==> src/rtl/matmul_pkg.sv <==
// Shared types and derived-constant helpers for the tiled matrix-multiply sequencer.
package matmul_pkg;

    typedef enum logic [2:0] {
        ST_IDLE      = 3'd0,
        ST_ISSUE     = 3'd1,
        ST_DRAIN     = 3'd2,
        ST_WAIT_CORE = 3'd3,
        ST_DONE      = 3'd4
    } sched_state_e;

    function automatic int unsigned row_tiles(input int unsigned i_outer, input int unsigned block);
        return i_outer / block;
    endfunction

    function automatic int unsigned col_tiles(input int unsigned w_outer, input int unsigned block);
        return w_outer / block;
    endfunction

    function automatic int unsigned k_steps(input int unsigned inner, input int unsigned chunk);
        return inner / chunk;
    endfunction

    function automatic int unsigned max_flag(input int unsigned rows, input int unsigned cols);
        return rows * cols;
    endfunction

    // Counter width for n states, never narrower than one bit.
    function automatic int unsigned clog2_min1(input int unsigned n);
        int unsigned w;
        w = $clog2(n);
        return (w == 0) ? 1 : w;
    endfunction

endpackage

==> src/rtl/matmul_tile_scheduler_tile_addr_gen.sv <==
// Nested k/b issue counters and the paired BRAM word-address computation for one tile.
module tile_addr_gen
    import matmul_pkg::*;
#(
    parameter int unsigned BLOCK_SIZE      = 2,
    parameter int unsigned CHUNK_SIZE      = 4,
    parameter int unsigned INNER_DIMENSION = 4,
    parameter int unsigned ADDR_WIDTH      = 12
) (
    input  logic                                  clk,
    input  logic                                  rst_n,
    input  logic                                  clr,
    input  logic                                  advance,
    input  logic [15:0]                           tile_row,
    input  logic [15:0]                           tile_col,
    output logic [clog2_min1(BLOCK_SIZE)-1:0]     lane,
    output logic                                  first,
    output logic                                  issue_last,
    output logic [ADDR_WIDTH-1:0]                 in_addr,
    output logic [ADDR_WIDTH-1:0]                 wb_addr
);

    localparam int unsigned KS     = k_steps(INNER_DIMENSION, CHUNK_SIZE);
    localparam int unsigned LANE_W = clog2_min1(BLOCK_SIZE);
    localparam int unsigned K_W    = clog2_min1(KS);
    localparam logic [LANE_W-1:0] B_MAX = LANE_W'(BLOCK_SIZE - 1);
    localparam logic [K_W-1:0]    K_MAX = K_W'(KS - 1);

    logic [LANE_W-1:0] b_r;
    logic [K_W-1:0]    k_r;

    // Counters point at the next read to issue; b is the inner loop, k the outer.
    always_ff @(posedge clk) begin
        if (!rst_n || clr) begin
            b_r <= '0;
            k_r <= '0;
        end else if (advance) begin
            if (b_r == B_MAX) begin
                b_r <= '0;
                k_r <= (k_r == K_MAX) ? '0 : k_r + 1'b1;
            end else begin
                b_r <= b_r + 1'b1;
                k_r <= k_r;
            end
        end else begin
            b_r <= b_r;
            k_r <= k_r;
        end
    end

    // Row-major word addresses at 32 bits, truncated to the port width.
    always_comb begin
        lane       = b_r;
        first      = (b_r == '0) && (k_r == '0);
        issue_last = (b_r == B_MAX) && (k_r == K_MAX);
        in_addr    = ADDR_WIDTH'((32'(tile_row) * 32'(BLOCK_SIZE) + 32'(b_r)) * 32'(KS) + 32'(k_r));
        wb_addr    = ADDR_WIDTH'((32'(tile_col) * 32'(BLOCK_SIZE) + 32'(b_r)) * 32'(KS) + 32'(k_r));
    end

endmodule

==> src/rtl/matmul_tile_scheduler.sv <==
// Tile-by-tile sequencer: issues paired BRAM reads, aligned feed strobes and accumulator
// clears to the systolic core, and waits for the core between tiles.
module matmul_tile_scheduler
    import matmul_pkg::*;
#(
    parameter int unsigned BLOCK_SIZE        = 2,
    parameter int unsigned CHUNK_SIZE        = 4,
    parameter int unsigned INNER_DIMENSION   = 4,
    parameter int unsigned I_OUTER_DIMENSION = 6,
    parameter int unsigned W_OUTER_DIMENSION = 6,
    parameter int unsigned ADDR_WIDTH        = 12
) (
    input  logic                              clk,
    input  logic                              rst_n,
    input  logic                              clr,
    input  logic                              start,
    output logic                              ready,
    output logic                              done,
    output logic                              in_enb,
    output logic                              wb_enb,
    output logic [ADDR_WIDTH-1:0]             in_addrb,
    output logic [ADDR_WIDTH-1:0]             wb_addrb,
    output logic                              acc_clr,
    output logic                              feed_valid,
    output logic [clog2_min1(BLOCK_SIZE)-1:0] feed_lane,
    output logic                              feed_last,
    input  logic                              core_done,
    output logic [15:0]                       tile_row,
    output logic [15:0]                       tile_col
);

    localparam int unsigned ROWS   = row_tiles(I_OUTER_DIMENSION, BLOCK_SIZE);
    localparam int unsigned COLS   = col_tiles(W_OUTER_DIMENSION, BLOCK_SIZE);
    localparam int unsigned TILES  = max_flag(ROWS, COLS);
    localparam int unsigned LANE_W = clog2_min1(BLOCK_SIZE);
    localparam logic [15:0] COL_MAX   = 16'(COLS - 1);
    localparam logic [31:0] LAST_TILE = 32'(TILES - 1);

    sched_state_e      state_r;
    sched_state_e      state_s;
    logic [31:0]       tile_idx_r;
    logic [31:0]       tile_idx_s;
    logic [15:0]       tile_row_s;
    logic [15:0]       tile_col_s;
    logic              tile_last_s;
    logic              advance_tile_s;
    logic              emit_s;
    logic              issue_last_r;
    logic [LANE_W-1:0] issue_lane_r;

    logic [LANE_W-1:0]     gen_lane_s;
    logic                  gen_first_s;
    logic                  gen_last_s;
    logic [ADDR_WIDTH-1:0] gen_in_addr_s;
    logic [ADDR_WIDTH-1:0] gen_wb_addr_s;

    logic                  in_enb_s;
    logic                  acc_clr_s;
    logic                  last_s;
    logic                  done_s;
    logic [LANE_W-1:0]     lane_s;
    logic [ADDR_WIDTH-1:0] in_addr_s;
    logic [ADDR_WIDTH-1:0] wb_addr_s;

    assign tile_last_s = (tile_idx_r == LAST_TILE);

    // The generator sees next-cycle tile indices so the first read of a new tile is correct.
    tile_addr_gen #(
        .BLOCK_SIZE      (BLOCK_SIZE),
        .CHUNK_SIZE      (CHUNK_SIZE),
        .INNER_DIMENSION (INNER_DIMENSION),
        .ADDR_WIDTH      (ADDR_WIDTH)
    ) u_addr_gen (
        .clk        (clk),
        .rst_n      (rst_n),
        .clr        (clr),
        .advance    (emit_s),
        .tile_row   (tile_row_s),
        .tile_col   (tile_col_s),
        .lane       (gen_lane_s),
        .first      (gen_first_s),
        .issue_last (gen_last_s),
        .in_addr    (gen_in_addr_s),
        .wb_addr    (gen_wb_addr_s)
    );

    // State register.
    always_ff @(posedge clk) begin
        if (!rst_n || clr) begin
            state_r <= ST_IDLE;
        end else begin
            state_r <= state_s;
        end
    end

    // Next-state logic; ISSUE ends once the read on the bus is the tile's last.
    always_comb begin
        state_s = state_r;
        case (state_r)
            ST_IDLE: begin
                if (start) state_s = ST_ISSUE;
                else       state_s = ST_IDLE;
            end
            ST_ISSUE: begin
                if (issue_last_r) state_s = ST_DRAIN;
                else              state_s = ST_ISSUE;
            end
            ST_DRAIN: state_s = ST_WAIT_CORE;
            ST_WAIT_CORE: begin
                if (core_done) begin
                    if (tile_last_s) state_s = ST_DONE;
                    else             state_s = ST_ISSUE;
                end else begin
                    state_s = ST_WAIT_CORE;
                end
            end
            ST_DONE: state_s = ST_IDLE;
            default: state_s = ST_IDLE;
        endcase
    end

    // Output decode: next values for the registered outputs and tile counters.
    always_comb begin
        emit_s         = (state_s == ST_ISSUE);
        advance_tile_s = (state_r == ST_WAIT_CORE) && core_done && !tile_last_s;
        if (state_s == ST_IDLE) begin
            tile_idx_s = '0;
            tile_row_s = '0;
            tile_col_s = '0;
        end else if (advance_tile_s) begin
            tile_idx_s = tile_idx_r + 32'd1;
            if (tile_col == COL_MAX) begin
                tile_col_s = '0;
                tile_row_s = tile_row + 16'd1;
            end else begin
                tile_col_s = tile_col + 16'd1;
                tile_row_s = tile_row;
            end
        end else begin
            tile_idx_s = tile_idx_r;
            tile_row_s = tile_row;
            tile_col_s = tile_col;
        end
        in_enb_s  = emit_s;
        acc_clr_s = emit_s && gen_first_s;
        last_s    = emit_s && gen_last_s;
        lane_s    = emit_s ? gen_lane_s : '0;
        in_addr_s = emit_s ? gen_in_addr_s : '0;
        wb_addr_s = emit_s ? gen_wb_addr_s : '0;
        done_s    = (state_s == ST_DONE);
    end

    // Output registers; the feed stage trails the issue stage by the BRAM read latency.
    always_ff @(posedge clk) begin
        if (!rst_n || clr) begin
            done         <= 1'b0;
            in_enb       <= 1'b0;
            wb_enb       <= 1'b0;
            acc_clr      <= 1'b0;
            in_addrb     <= '0;
            wb_addrb     <= '0;
            issue_lane_r <= '0;
            issue_last_r <= 1'b0;
            feed_valid   <= 1'b0;
            feed_lane    <= '0;
            feed_last    <= 1'b0;
            tile_idx_r   <= '0;
            tile_row     <= '0;
            tile_col     <= '0;
        end else begin
            done         <= done_s;
            in_enb       <= in_enb_s;
            wb_enb       <= in_enb_s;
            acc_clr      <= acc_clr_s;
            in_addrb     <= in_addr_s;
            wb_addrb     <= wb_addr_s;
            issue_lane_r <= lane_s;
            issue_last_r <= last_s;
            feed_valid   <= in_enb;
            feed_lane    <= issue_lane_r;
            feed_last    <= issue_last_r;
            tile_idx_r   <= tile_idx_s;
            tile_row     <= tile_row_s;
            tile_col     <= tile_col_s;
        end
    end

    // Ready is decoded straight from the state register.
    always_comb begin
        ready = (state_r == ST_IDLE);
    end

endmodule

==> config.mk <==
export PLATFORM = sky130hd
export DESIGN_NAME = matmul_tile_scheduler
export DESIGN_NICKNAME = d
export VERILOG_FILES = /design/src/rtl/matmul_pkg.sv /design/src/rtl/matmul_tile_scheduler_tile_addr_gen.sv /design/src/rtl/matmul_tile_scheduler.sv
export SDC_FILE = /design/constraint.sdc
export NUM_CORES = 1
export LEC_CHECK = 0
export CAP_MARGIN = 20
export CELL_PAD_IN_SITES_DETAIL_PLACEMENT = 0
export CELL_PAD_IN_SITES_GLOBAL_PLACEMENT = 1
export CORE_ASPECT_RATIO = 1.5
export CORE_MARGIN = 5
export CORE_UTILIZATION = 40
export CTS_CLUSTER_SIZE = 28
export DETAILED_ROUTE_END_ITERATION = 6
export PLACE_DENSITY = 0.81
export REMOVE_ABC_BUFFERS = 1
export SYNTH_ARGS = -nofsm -noshare
export SYNTH_HDL_FRONTEND = slang
export SYNTH_SLANG_ARGS = --single-unit
export TNS_END_PERCENT = 20
==> constraint.sdc <==
create_clock -name clk -period 2.1 [get_ports clk]
set_input_delay 0.42 -clock clk [delete_from_list [all_inputs] [get_ports clk]]
set_output_delay 0.42 -clock clk [all_outputs]
set_load 0.1 [all_outputs]
* Yosys cells after proc, flatten, opt, wreduce, memory -nomap -nowiden
Index checks and enable logic that the tools add are counted.
** Word-level totals
- Bits in registers :: 101
- Output and inout port bits :: 64
- Logic and storage cells :: 62
** Cells by class
- $add $sub $neg :: 9
- Equal/unequal tests :: 7
- Mux-type cells :: 13
- Bitwise logic cells :: 3
- Reductions and logical operators :: 14
** Operators by type and width (number)
- two-way mux 16 bit :: 6
- adder 12 x 1 -> 12 bit :: 4
- adder 16 x 1 -> 16 bit (second input constant) :: 2
- adder 32 x 1 -> 32 bit (second input constant) :: 1
- equality test 32 x 4 -> 1 bit (second input constant) :: 1
- equality test 16 x 2 -> 1 bit (second input constant) :: 1
- one-hot mux 3 bit (4 select lines) :: 1
- equality test 3 x 1 -> 1 bit (second input constant) :: 2
- equality test 3 x 2 -> 1 bit (second input constant) :: 2
- logical AND 1 bit :: 6
- zero test 3 bit :: 2
- two-way mux 3 bit :: 2
- OR reduction 2 bit :: 2
- equality test 3 bit (second input constant) :: 1
- two-way mux 1 bit :: 3
- inverter 1 bit :: 3
- adder 1 bit (second input constant) :: 2
- zero test 1 bit :: 2
- two-way mux 2 bit :: 1
- AND reduction 2 bit :: 1
- logical OR 1 bit :: 1

* Depth between registers and ports, before layout
- Depth after elaboration :: 8
- Gate-level depth with buffers :: 9
- Mapped depth without buffers :: 7

* Cells and area by module
From an unflattened synthesis, not the netlist that was laid out.
** Unflattened totals
- Cells, all modules :: 557
- Area, all modules :: 4740.8 um2
** Modules (own cells, without submodules)
- matmul_tile_scheduler :: times used 1, cells each 528, area an instance 4508.1 um2, sequential area each 1981.9 um2
- tile_addr_gen :: times used 1, cells each 29, area an instance 232.7 um2, sequential area each 20.0 um2

* Worst setup path after synthesis
OpenSTA, ideal clock, no wires.
- Path kind :: reg-to-output
- From :: reg state_r[0]
- To :: out ready
- Arrival :: 2.413 ns
- Path slack :: -0.733 ns
- Cell stages (with the launch flop) :: 2
- Buffers on the path :: 0
- Cell sequence :: dfxtp_1 > nor3_1
** On the way
- Cells in the longest elaborated chain, start to end :: 1
** RTL lines
- from (decl) :: line matmul_tile_scheduler.sv:39 : sched_state_e state_r;
- from (signal assigned) :: line matmul_tile_scheduler.sv:92 : state_r <= state_s;
- zero test 3 bit :: line matmul_tile_scheduler.sv:190 : ready = (state_r == ST_IDLE);
- to (decl) :: line matmul_tile_scheduler.sv:17 : output logic ready,
No other way between the ends.

* Final worst setup path
- From :: reg tile_col[9]
- To :: reg tile_row[13]
** On the way
- Cells in the longest elaborated chain, start to end :: 4
** RTL lines
- from (decl) :: line matmul_tile_scheduler.sv:29 : output logic [15:0] tile_col
- from (signal assigned) :: line matmul_tile_scheduler.sv:184 : tile_col <= tile_col_s;
- equality test 16 x 2 -> 1 bit :: line matmul_tile_scheduler.sv:132 : if (tile_col == COL_MAX) begin
- two-way mux 16 bit :: line matmul_tile_scheduler.sv:132
- two-way mux 16 bit :: line matmul_tile_scheduler.sv:130 : end else if (advance_tile_s) begin
- two-way mux 16 bit :: line matmul_tile_scheduler.sv:126 : if (state_s == ST_IDLE) begin
- to (signal assigned) :: line matmul_tile_scheduler.sv:183 : tile_row <= tile_row_s;
- to (decl) :: line matmul_tile_scheduler.sv:28 : output logic [15:0] tile_row,
No other way between the ends.
A chain may end at the register's enable or synchronous reset.

==> impl_metrics.py <==
metrics = {
    "setup_path": {
        "cp_cell_sequence": "or4_4 > nor3_4 > buf_6 > nand4b_4 > or4_4 > a21oi_2",
        "end_kind": "register",
        "critical_path.slowest_cell": "or4_4",
        "critPathTopFamily": "simple AND/OR/NAND/NOR gates",
        "worstPathArrival_ps": 2350,
        "worst-path-stages": 6,
        "path_max_fanout": 7,
        "critPathLaunchType": "register",
        "critPathRequiredTime_ps": 2370,
        "slowest_delay_ps": 560,
        "path_buf_inv": 1,
        "worst-r2r-cell-count": 6,
        "cp_common_cell": "or4_4",
        "critical_path_class": "reg2reg",
    },
    "grt": {
        "grt.overflow.total": 0,
        "antenna_found_initial": 0,
        "grt_usage_pct": 18.0,
        "gr-usage-met3_pct": 3.20,
        "grt_start_max_net_pins": 31,
        "first_global_vias": 4151,
        "grt_use_met1_pct": 20.0,
        "grt_first_pass_wirelength_um": 19300,
        "use_met2_pct": 33.6,
        "grt-busiest-layer": "met2",
    },
    "yosys": {
        "yosys_warnings": 0,
        "netlist_instances": 512,
        "synth.avg_cell_area_um2": 8.56,
        "ys_dominant_reg_cell": "dfxtp_1",
        "synth-edff-count": 0,
        "syn-cell-area_mm2": 0.00438,
        "synth_seq_cells": 98,
        "yosysUniqueCellTypes": 46,
        "async_flop_share_pct": 0,
        "ys_seq_area_share_pct": 44.8,
    },
    "cells_and_area": {
        "nets": 637,
        "stdcell_area_mm2": 0.00598,
        "multi_input_area_mm2": 0.00236,
        "final_layout_size_suffix_gt1_share_pct": 29.3,
        "fillers": 981,
        "fin_util_pct": 56.2,
        "seq_area_mm2": 0.00197,
        "antenna_cells": 0,
        "area_growth_pct": 36.5,
    },
    "sta": {
        "fin_ws_ps": 25.4,
        "max_freq_mhz": 482,
        "tightest_slew_ps": 496,
        "setup_tns_ps": 0,
        "fin_crit_sh_pct": 98.8,
        "finalClockSkew_ps": 5.95,
        "fin_crit_ps": 2070,
        "max_slew_margin_pct": 66.8,
        "slew_viol_final": 0,
        "hold_viol": 0,
        "rsz0062_at_grt": "yes",
        "setup_viol": 0,
    },
    "drt": {
        "dr.pass1.iters": 4,
        "routedWlPerCell_um": 15.8,
        "num_vias": 4255,
        "drc": 0,
        "final_antenna_net_count": 0,
        "via_per_inst": 5.48,
        "drt_wl_total_um": 12300,
        "dr.first_iter.drc_count": 122,
    },
    "floorplanning": {
        "rows": 46,
        "die_h_um": 138,
        "io_pins": 69,
        "start_util_pct": 41.1,
        "die_x_um": 95.4,
        "design.die.area_mm2": 0.0132,
        "coreArea_mm2": 0.0106,
    },
    "power": {
        "power_density_mw_per_mm2": 584,
        "combPwrFrac_pct": 3.4,
        "p_switching_uw": 762,
        "leakagePower_uw": 0.00214,
        "p_int_uw": 2730,
        "p_seq_share_pct": 53.4,
        "pwr-share-clk_pct": 43.2,
        "swShare_pct": 21.8,
        "max-vdd-ir-drop_v": 0.000381,
    },
    "placement": {
        "numPortBuffers": 68,
        "postPlaceCellArea_mm2": 0.00548,
        "dp_slack_ps": -196,
        "hpwl_um": 8680,
        "place_congestion": 0.861,
    },
    "run_status": {
        "outcome": "finished clean",
    },
    "clock_tree": {
        "cts_sinks": 98,
        "postCtsHoldBufs": 0,
        "cts-buffers-inserted": 9,
        "clkTransAtPathRegs_ps": 70,
        "cts-root-buf": "clkbuf_16",
        "h-tree-depth": 3,
        "cts_buffer_depth": 2,
        "clock_latency_ps": 340,
        "cts_tree": "done",
    },
    "worst_hold_path": {
        "holdCritPathClass": "reg2reg",
        "min_path_cells": 1,
    },
    "job": {
        "max-cap-violations": 0,
    },
}
[per-stage QoR]
stage,total power (µW),std cells,hold WS [ps]
2_1_floorplan,1980,482,423
3_3_place_gp,2030,756,449
3_5_place_dp,2030,756,470
4_1_cts,3530,772,474
5_1_grt,3620,776,502
6_report,3490,776,470
[layout make-up]
cell class / instances / share of cell area (%)
multi-input cells: 363 / 39.5
flip-flops and latches: 98 / 32.9
repair buffers: 133 / 18.6
clock buffers: 12 / 4.12
well taps: 144 / 3.01
inverters: 22 / 1.38
clock inverters: 4 / 0.460
[worst reg2reg max path, cell delays in order, from the launching register on]
cell and delay (ps):
dfxtp_2 320, or4_4 560, nor3_4 270, buf_6 150, nand4b_4 140, or4_4 450, a21oi_2 130
[sequential cells by signal (all words and copies together) (netlist names)]
register         flops
acc_clr              1
done                 1
feed_lane            1
feed_last            1
feed_valid           1
in_addrb            12
issue_last_r         1
state_r              3
tile_col            16
tile_idx_r          32
tile_row            16
u_addr_gen.lane      1
wb_addrb            11
wb_enb               1
[path summary, 6_finish.rpt]
| path | start | to | slack (ps) |
|---|---|---|---|
| max | tile_col[9]$_SDFF_PP0_ | tile_row[13]$_SDFFE_PP0P_ | 30 |
| min | u_addr_gen.lane$_SDFFE_PP0N_ | acc_clr$_SDFF_PP0_ | 470 |
| max reg2reg | tile_col[9]$_SDFF_PP0_ | tile_row[13]$_SDFFE_PP0P_ | 30 |
| min reg2reg | u_addr_gen.lane$_SDFFE_PP0N_ | acc_clr$_SDFF_PP0_ | 470 |
[timing repair]
action | CTS | global route
pin swaps | 0 | 17
gates cloned | 0 | 2
setup endpoints to repair | 4 | 27
resized for setup | 3 | 35
buffers inserted | 0 | 2
[metal layers]
metal | up-vias | part of all wire (%)
li1 | 2102 | -
met1 | 2052 | 39
met2 | 83 | 55
met3 | 18 | 3.8
met4 | 0 | 1.9
met5 | - | 0
[cell families after synthesis]
family	Yosys count	synth area share, %
buf+inv	52	5.11
fa+ha+maj	5	1.43
simple gates	212	26.6
mux	3	0.686
xor+xnor	22	4.40
compound gates	120	16.9
flops	98	44.8
[power groups by stage]
stage                     logic, µW  clock network (µW)  registers [µW]
final                           119                1510            1870
after CTS                       118                1550            1870
after global routing            126                1630            1870
after floorplan                37.8                   0            1940
after global placement          117                   0            1910
after detailed placement        118                   0            1910
[cell usage after synthesis, types with 2 or more instances]
| master | n | area share [%] |
|---|---|---|
| o31ai_1 | 13 | 2.2 |
| nor2b_1 | 4 | 0.57 |
| nor4_1 | 11 | 1.6 |
| buf_4 | 3 | 0.51 |
| or3_1 | 22 | 3.1 |
| o211ai_1 | 11 | 1.9 |
| xor2_1 | 14 | 2.8 |
| inv_1 | 22 | 1.9 |
| and4_1 | 2 | 0.40 |
| nand2b_1 | 4 | 0.57 |
| or4_1 | 11 | 1.9 |
| mux2i_1 | 3 | 0.69 |
| nor3_1 | 17 | 1.9 |
| nand2_1 | 28 | 2.4 |
| o21ai_0 | 18 | 2.1 |
| buf_2 | 8 | 0.91 |
| nand3_1 | 19 | 2.2 |
| and3_1 | 9 | 1.3 |
| o21ai_1 | 5 | 0.57 |
| dfxtp_1 | 98 | 45 |
| or4_4 | 5 | 1.3 |
| o41ai_1 | 3 | 0.60 |
| o2111ai_1 | 13 | 2.6 |
| and2_1 | 7 | 1.0 |
| nor2_1 | 49 | 4.2 |
| a21oi_1 | 51 | 5.8 |
| clkbuf_1 | 17 | 1.5 |
| xnor2_1 | 8 | 1.6 |
| nor4b_1 | 2 | 0.40 |
| ha_1 | 5 | 1.4 |
| nand4_1 | 15 | 2.1 |
[layout by cell type (no fill, tap or decap), types with 2 or more instances in the layout]
| master | synthesis | routed |
|---|---|---|
| clkbuf_16 | 0 | 10 |
| or3_1 | 22 | 22 |
| a21oi_2 | 0 | 8 |
| nand4_1 | 15 | 15 |
| clkdlybuf4s50_1 | 0 | 4 |
| nor2b_1 | 4 | 4 |
| mux2i_1 | 3 | 3 |
| o31ai_1 | 13 | 10 |
| nand2_1 | 28 | 28 |
| nand3_1 | 19 | 19 |
| xor2_1 | 14 | 14 |
| nor2_1 | 49 | 49 |
| o2111ai_1 | 13 | 13 |
| and3_1 | 9 | 9 |
| buf_4 | 3 | 119 |
| o211ai_1 | 11 | 11 |
| a21oi_1 | 51 | 43 |
| o41ai_1 | 3 | 2 |
| o21ai_0 | 18 | 18 |
| buf_6 | 1 | 3 |
| or4_4 | 5 | 10 |
| nor4_1 | 11 | 6 |
| buf_12 | 0 | 6 |
| ha_1 | 5 | 5 |
| clkinvlp_4 | 0 | 3 |
| and2_1 | 7 | 6 |
| dfxtp_1 | 98 | 94 |
| and4_1 | 2 | 2 |
| nand2b_1 | 4 | 4 |
| clkbuf_1 | 17 | 2 |
| nor3_1 | 17 | 16 |
| o31ai_2 | 0 | 3 |
| nor4b_2 | 0 | 2 |
| xnor2_1 | 8 | 8 |
| nand2_4 | 0 | 2 |
| dfxtp_2 | 0 | 4 |
| inv_1 | 22 | 22 |
| o21ai_1 | 5 | 4 |
| nor4_2 | 0 | 5 |
| or4_1 | 11 | 6 |
No activity file was read; power rests on OpenSTA's default activity.
